==> src/rtl/rock_mover_pkg.sv <==
// Shared constants and state encoding for the rock spawner/mover.
// Screen geometry lives here so every spawner agrees on the playfield.
package rock_mover_pkg;
    localparam int SCREEN_W        = 640;
    localparam int SCREEN_H        = 480;
    localparam int ROCK_SIZE       = 25;
    localparam int FRAME_LINE      = 480;
    localparam int SPAWN_X         = SCREEN_W + ROCK_SIZE;
    localparam int Y_MIN           = 160;
    localparam int SPEED_INIT      = 2;
    localparam int SPEED_MAX       = 8;
    localparam int ROCKS_PER_LEVEL = 4;
    localparam int RESPAWN_FRAMES  = 30;

    localparam logic [15:0] LFSR_SEED = 16'hACE1;

    typedef enum logic [1:0] {
        IDLE = 2'd0,
        MOVE = 2'd1,
        WAIT = 2'd2
    } state_t;
endpackage

==> src/rtl/rock_mover_lfsr16.sv <==
// 16-bit Galois LFSR (x^16+x^14+x^13+x^11+1), one step per clock, never all-zero.
// State is registered; no handshake, it free-runs whenever out of reset.
module lfsr16 #(
    parameter logic [15:0] SEED = 16'hACE1
) (
    input  logic        clk,
    input  logic        rst_n,
    output logic [15:0] state
);
    always_ff @(posedge clk or negedge rst_n) begin
        if (!rst_n) begin
            state <= SEED;
        end else begin
            state <= {1'b0, state[15:1]} ^ (state[0] ? 16'hB400 : 16'h0000);
        end
    end
endmodule

==> src/rtl/rock_mover.sv <==
// Rock position owner: moves the rock once per frame at the first blanking line, respawns after exit or hit.
// Outputs are registered and change only on the frame-tick edge; no backpressure.
module rock_mover
    import rock_mover_pkg::*;
(
    input  logic               clk,
    input  logic               rst_n,
    input  logic signed [10:0] hcount,
    input  logic signed [10:0] vcount,
    input  logic               enable,
    input  logic               hit,
    output logic signed [11:0] rockX,
    output logic signed [11:0] rockY,
    output logic [7:0]         rocks_passed,
    output logic [3:0]         speed
);
    logic [15:0]        lfsr;
    logic               unused_lfsr_hi;
    state_t             state;
    logic               hit_pend;
    logic [4:0]         wait_cnt;
    logic [1:0]         level_cnt;
    logic               tick;
    logic               hit_any;
    logic signed [11:0] next_x;
    logic signed [11:0] spawn_y;

    lfsr16 #(.SEED(LFSR_SEED)) u_lfsr (
        .clk   (clk),
        .rst_n (rst_n),
        .state (lfsr)
    );

    assign unused_lfsr_hi = ^lfsr[15:8];

    assign tick    = (hcount == 11'sd0) && (vcount == 11'(FRAME_LINE));
    assign hit_any = hit | hit_pend;
    assign next_x  = rockX - $signed({8'd0, speed});
    assign spawn_y = 12'(Y_MIN) + {4'd0, lfsr[7:0]};

    always_ff @(posedge clk or negedge rst_n) begin
        if (!rst_n) begin
            state        <= IDLE;
            rockX        <= 12'(SPAWN_X);
            rockY        <= 12'(Y_MIN);
            rocks_passed <= 8'd0;
            speed        <= 4'(SPEED_INIT);
            hit_pend     <= 1'b0;
            wait_cnt     <= 5'd0;
            level_cnt    <= 2'd0;
        end else begin
            if (hit) begin
                hit_pend <= 1'b1;
            end
            if (tick) begin
                // The tick consumes any pending hit, whatever state we are in.
                hit_pend <= 1'b0;
                case (state)
                    IDLE: begin
                        if (enable) begin
                            state     <= MOVE;
                            speed     <= 4'(SPEED_INIT);
                            level_cnt <= 2'd0;
                            rockX     <= 12'(SPAWN_X);
                            rockY     <= spawn_y;
                        end
                    end
                    MOVE: begin
                        if (!enable) begin
                            state <= IDLE;
                            rockX <= 12'(SPAWN_X);
                        end else if (hit_any) begin
                            state    <= WAIT;
                            wait_cnt <= 5'(RESPAWN_FRAMES - 1);
                            rockX    <= 12'(SPAWN_X);
                        end else if (next_x[11]) begin
                            state     <= WAIT;
                            wait_cnt  <= 5'(RESPAWN_FRAMES - 1);
                            rockX     <= 12'(SPAWN_X);
                            level_cnt <= level_cnt + 2'd1;
                            if (rocks_passed != 8'hFF) begin
                                rocks_passed <= rocks_passed + 8'd1;
                            end
                            if (level_cnt == 2'(ROCKS_PER_LEVEL - 1) && speed < 4'(SPEED_MAX)) begin
                                speed <= speed + 4'd1;
                            end
                        end else begin
                            rockX <= next_x;
                        end
                    end
                    WAIT: begin
                        if (!enable) begin
                            state <= IDLE;
                        end else if (wait_cnt == 5'd0) begin
                            state <= MOVE;
                            rockX <= 12'(SPAWN_X);
                            rockY <= spawn_y;
                        end else begin
                            wait_cnt <= wait_cnt - 5'd1;
                        end
                    end
                    default: begin
                        state <= IDLE;
                        rockX <= 12'(SPAWN_X);
                    end
                endcase
            end
        end
    end
endmodule

==> config.mk <==
export PLATFORM = sky130hd
export DESIGN_NAME = rock_mover
export DESIGN_NICKNAME = d
export VERILOG_FILES = /design/src/rtl/rock_mover_pkg.sv /design/src/rtl/rock_mover_lfsr16.sv /design/src/rtl/rock_mover.sv
export SDC_FILE = /design/constraint.sdc
export NUM_CORES = 1
export LEC_CHECK = 0
export ABC_AREA = 0
export BUFFER_PORTS_ARGS = -buffer_cell sky130_fd_sc_hd__buf_2
export CAP_MARGIN = 0
export CORE_MARGIN = 2
export CORE_UTILIZATION = 49
export DETAILED_ROUTE_END_ITERATION = 12
export PLACE_DENSITY_LB_ADDON = 0.2
export SLEW_MARGIN = 0
export SYNTH_ARGS = -nofsm -noshare
export SYNTH_HDL_FRONTEND = slang
export SYNTH_HIERARCHICAL = 1
export SYNTH_SLANG_ARGS = --single-unit
==> constraint.sdc <==
create_clock -name clk -period 2.4 [get_ports clk]
set_clock_uncertainty 0.15 [all_clocks]
set_input_delay 0.12 -clock clk [delete_from_list [all_inputs] [get_ports clk]]
set_output_delay 0.12 -clock clk [all_outputs]
set_load 0.005 [all_outputs]
==> flow_summary.ini <==
[status]
status = finished with violations
violations = negative setup slack

[logic_synthesis]
syn_avg_cell_area_um2 = 11.0
synth_top_area_share_pct = 36.8
netlist_area_um2 = 2850
synth_area_leaders = dfrtp_1, dfstp_2, xnor2_1
synth_ff_type = dfrtp_1
synthXorXnorAreaFrac_pct = 6.14
ys_ff_latch = 58
synth_cell_types = 50
synth_edf_count = 0
synth_top_family_by_area = simple AND/OR/NAND/NOR gates
synth-adder-area-share_pct = 5.09
async_flop_share_pct = 100
synth-compound-area-share_pct = 9.47
synthSimpleGateAreaFrac_pct = 20.1
synthTopCellsByCount = dfrtp_1, nor2_1, nand2_1
netlist_instances = 259
muxShareOfSynthArea_pct = 3.86
yosysTopAreaCell = dfrtp_1
ys_seq_area_share_pct = 51.6
yosysMostFrequentCell = dfrtp_1
yosys_warnings = 6

[routing]
wl_per_cell_um = 14.7
drc = 0
totalWireLength_um = 6420
dr.pass1.iters = 4
vias = 2373
drt-initial-drc-count = 222
ant_nets = 0
vias_per_cell = 5.44

[clock_network]
cts_buffers = 9
clockRootBuffer = clkbuf_8
clk_pin_slew_ns = 0.07
ctsLongestPathBuffers = 2
clock_latency_ns = 0.32
h-tree-depth = 3
cts_tree = built
cts.sinks = 58

[setup_path]
arrival_ns = 2.50
endpoint_kind = flip-flop
r2r_slack_ns = -0.006
reg2regPathDepth = 7
cpMaxStageDelayCell = or3_4
crit_fanout = 4
r2r_start = speed[3]
start_kind = flip-flop
cpMostUsedCell = or3_4
crit_required_ns = 2.49
critPathKind = reg -> reg
cp_num_buf_inv = 1
cp_cell_sequence = inv_2 > ha_4 > or3_4 > or3_4 > or3_4 > or3_4 > o221ai_2
crit_family = simple AND/OR/NAND/NOR gates
reg2reg_to = speed[0]
cpPeakStageDelay_ns = 0.40

[worst_hold_path]
min_path_cells = 2
min_from = enable
hold-path-endpoint = wait_cnt[1]
hold_path_class = in -> reg

[layout]
fill_cells = 415
diodes = 0
drive_above_1_share_pct = 44.0
fin_util_pct = 69.2
syn2layout_area_growth_pct = 35.1
num-nets-final = 396

[global_route]
grt_max_degree = 32
overflow = 0
grt.total_usage_pct = 20.7
grt_pass1_wl_um = 10200
grt_pass1_vias = 2279
antenna_found_initial = 0

[die]
die_y_um = 80.3
core_area_um2 = 5570
fp.dieArea_um2 = 6450
ios = 62
rows = 27
start_util_pct = 51.2
die_w_um = 80.3

[sta]
max_slew_margin_pct = 58.0
grt_setup_unrepaired = yes
min_period_ns = 2.41
max_freq_mhz = 416
post-route-period-util_pct = 100
finalSetupViolations = 1
final_hold_viol_count = 0
slew_violations = 0
timing.final.ws_setup_ns = -0.00609
worst_pin_slew_ns = 0.630

[power]
powerDensity_nw_per_um2 = 525
total_power_mw = 2.03
peakVddDrop_v = 0.000736
p_leak_nw = 1.87

[placed_design]
numPortBuffers = 57
gp_congestion = 0.867
dpl.hpwl_um = 4440

[flow_run]
cap_violations = 0
what timing repair did:
action / in CTS / in global routing
resized for setup: 2 / 18
setup buffers: 2 / 2
pin swaps: 0 / 6
hold endpoints to repair: 25 / 0
hold buffers: 2 / 0
endpoints found under the setup margin: 4 / 29
layout by cell type (no fill, tap or decap), types with 4 or more instances in the layout:
cell type and n:
or3_4 5, clkbuf_8 10, mux2_2 8, dfrtp_1 42
nand4_1 8, a31oi_1 4, o21ai_0 4, xnor2_1 16
nor2_1 17, a21oi_1 4, dfstp_2 16, xor2_1 4
nand2_1 18, nor4b_1 6, nor4_1 7, inv_1 11
nand2b_1 5, conb_1 4, buf_2 57, nand3_1 4
buf_4 34, and3_1 6, ha_1 8
layout make-up:
| cell class | instances | area [um2] | share of cell area, % |
|---|---|---|---|
| clock buffer | 11 | 141 | 3.67 |
| clock inverter | 5 | 77.6 | 2.01 |
| inverter | 14 | 52.6 | 1.36 |
| multi-input combinational | 181 | 1420 | 36.9 |
| sequential | 58 | 1470 | 38.2 |
| tap | 72 | 90.1 | 2.34 |
| timing repair buffer | 95 | 601 | 15.6 |
power breakdown:
group          switching (mW)  internal (mW)
registers             0.00160          0.981
clock network           0.374          0.610
logic                  0.0338         0.0254
total                   0.410           1.62
state kept, by name (all words and copies together), names as in the netlist:
register and flops:
rocks_passed 8, rockX 11, u_lfsr/state 16, state 2
wait_cnt 5, hit_pend 1, rockY 9, speed 4
level_cnt 2
layer usage:
layer	vias up	GRT usage [%]	part of all wire [%]
met2	84	33.0	47
li1	1142	-	-
met3	8	5.39	6.5
met1	1139	27.4	46
met4	0	7.29	1.3
met5	-	0	0
worst max path at each step:
stage,start,endpoint,cells after the start
global route,speed[3],speed[0],7
detailed placement,rockX[9],rocks_passed[1],6
finish,speed[3],speed[0],7
floorplan,speed[1],rockX[3],7
CTS,speed[1],speed[0],9
global placement,rockX[9],rocks_passed[1],6
kinds of logic (layout without fill, tap and decap cells):
family | Yosys count | count (layout)
AND/OR/NAND/NOR | 101 | 101
flip-flops | 58 | 58
AO/OA/AOI/OAI | 35 | 35
buffers and inverters | 23 | 125
XOR/XNOR | 20 | 20
adder cells (fa/ha/maj) | 11 | 11
multiplexers | 10 | 10
other | 1 | 4
per-stage QoR:
stage	setup slack, ns	std cells	setup TNS (ns)	hold slack [ns]	cell area [um2]
after floorplan	-0.0249	262	-0.0537	-0.326	2910
after global placement	-0.0405	414	-0.0630	0.0232	3490
after detailed placement	-0.0710	414	-0.125	0.0208	3490
after CTS	0.00476	434	0	0.0247	3760
after global routing	-0.0475	436	-0.298	0.0228	3850
final	-0.00609	436	-0.00609	0.0298	3850
Power figures use the tool's default switching activity.
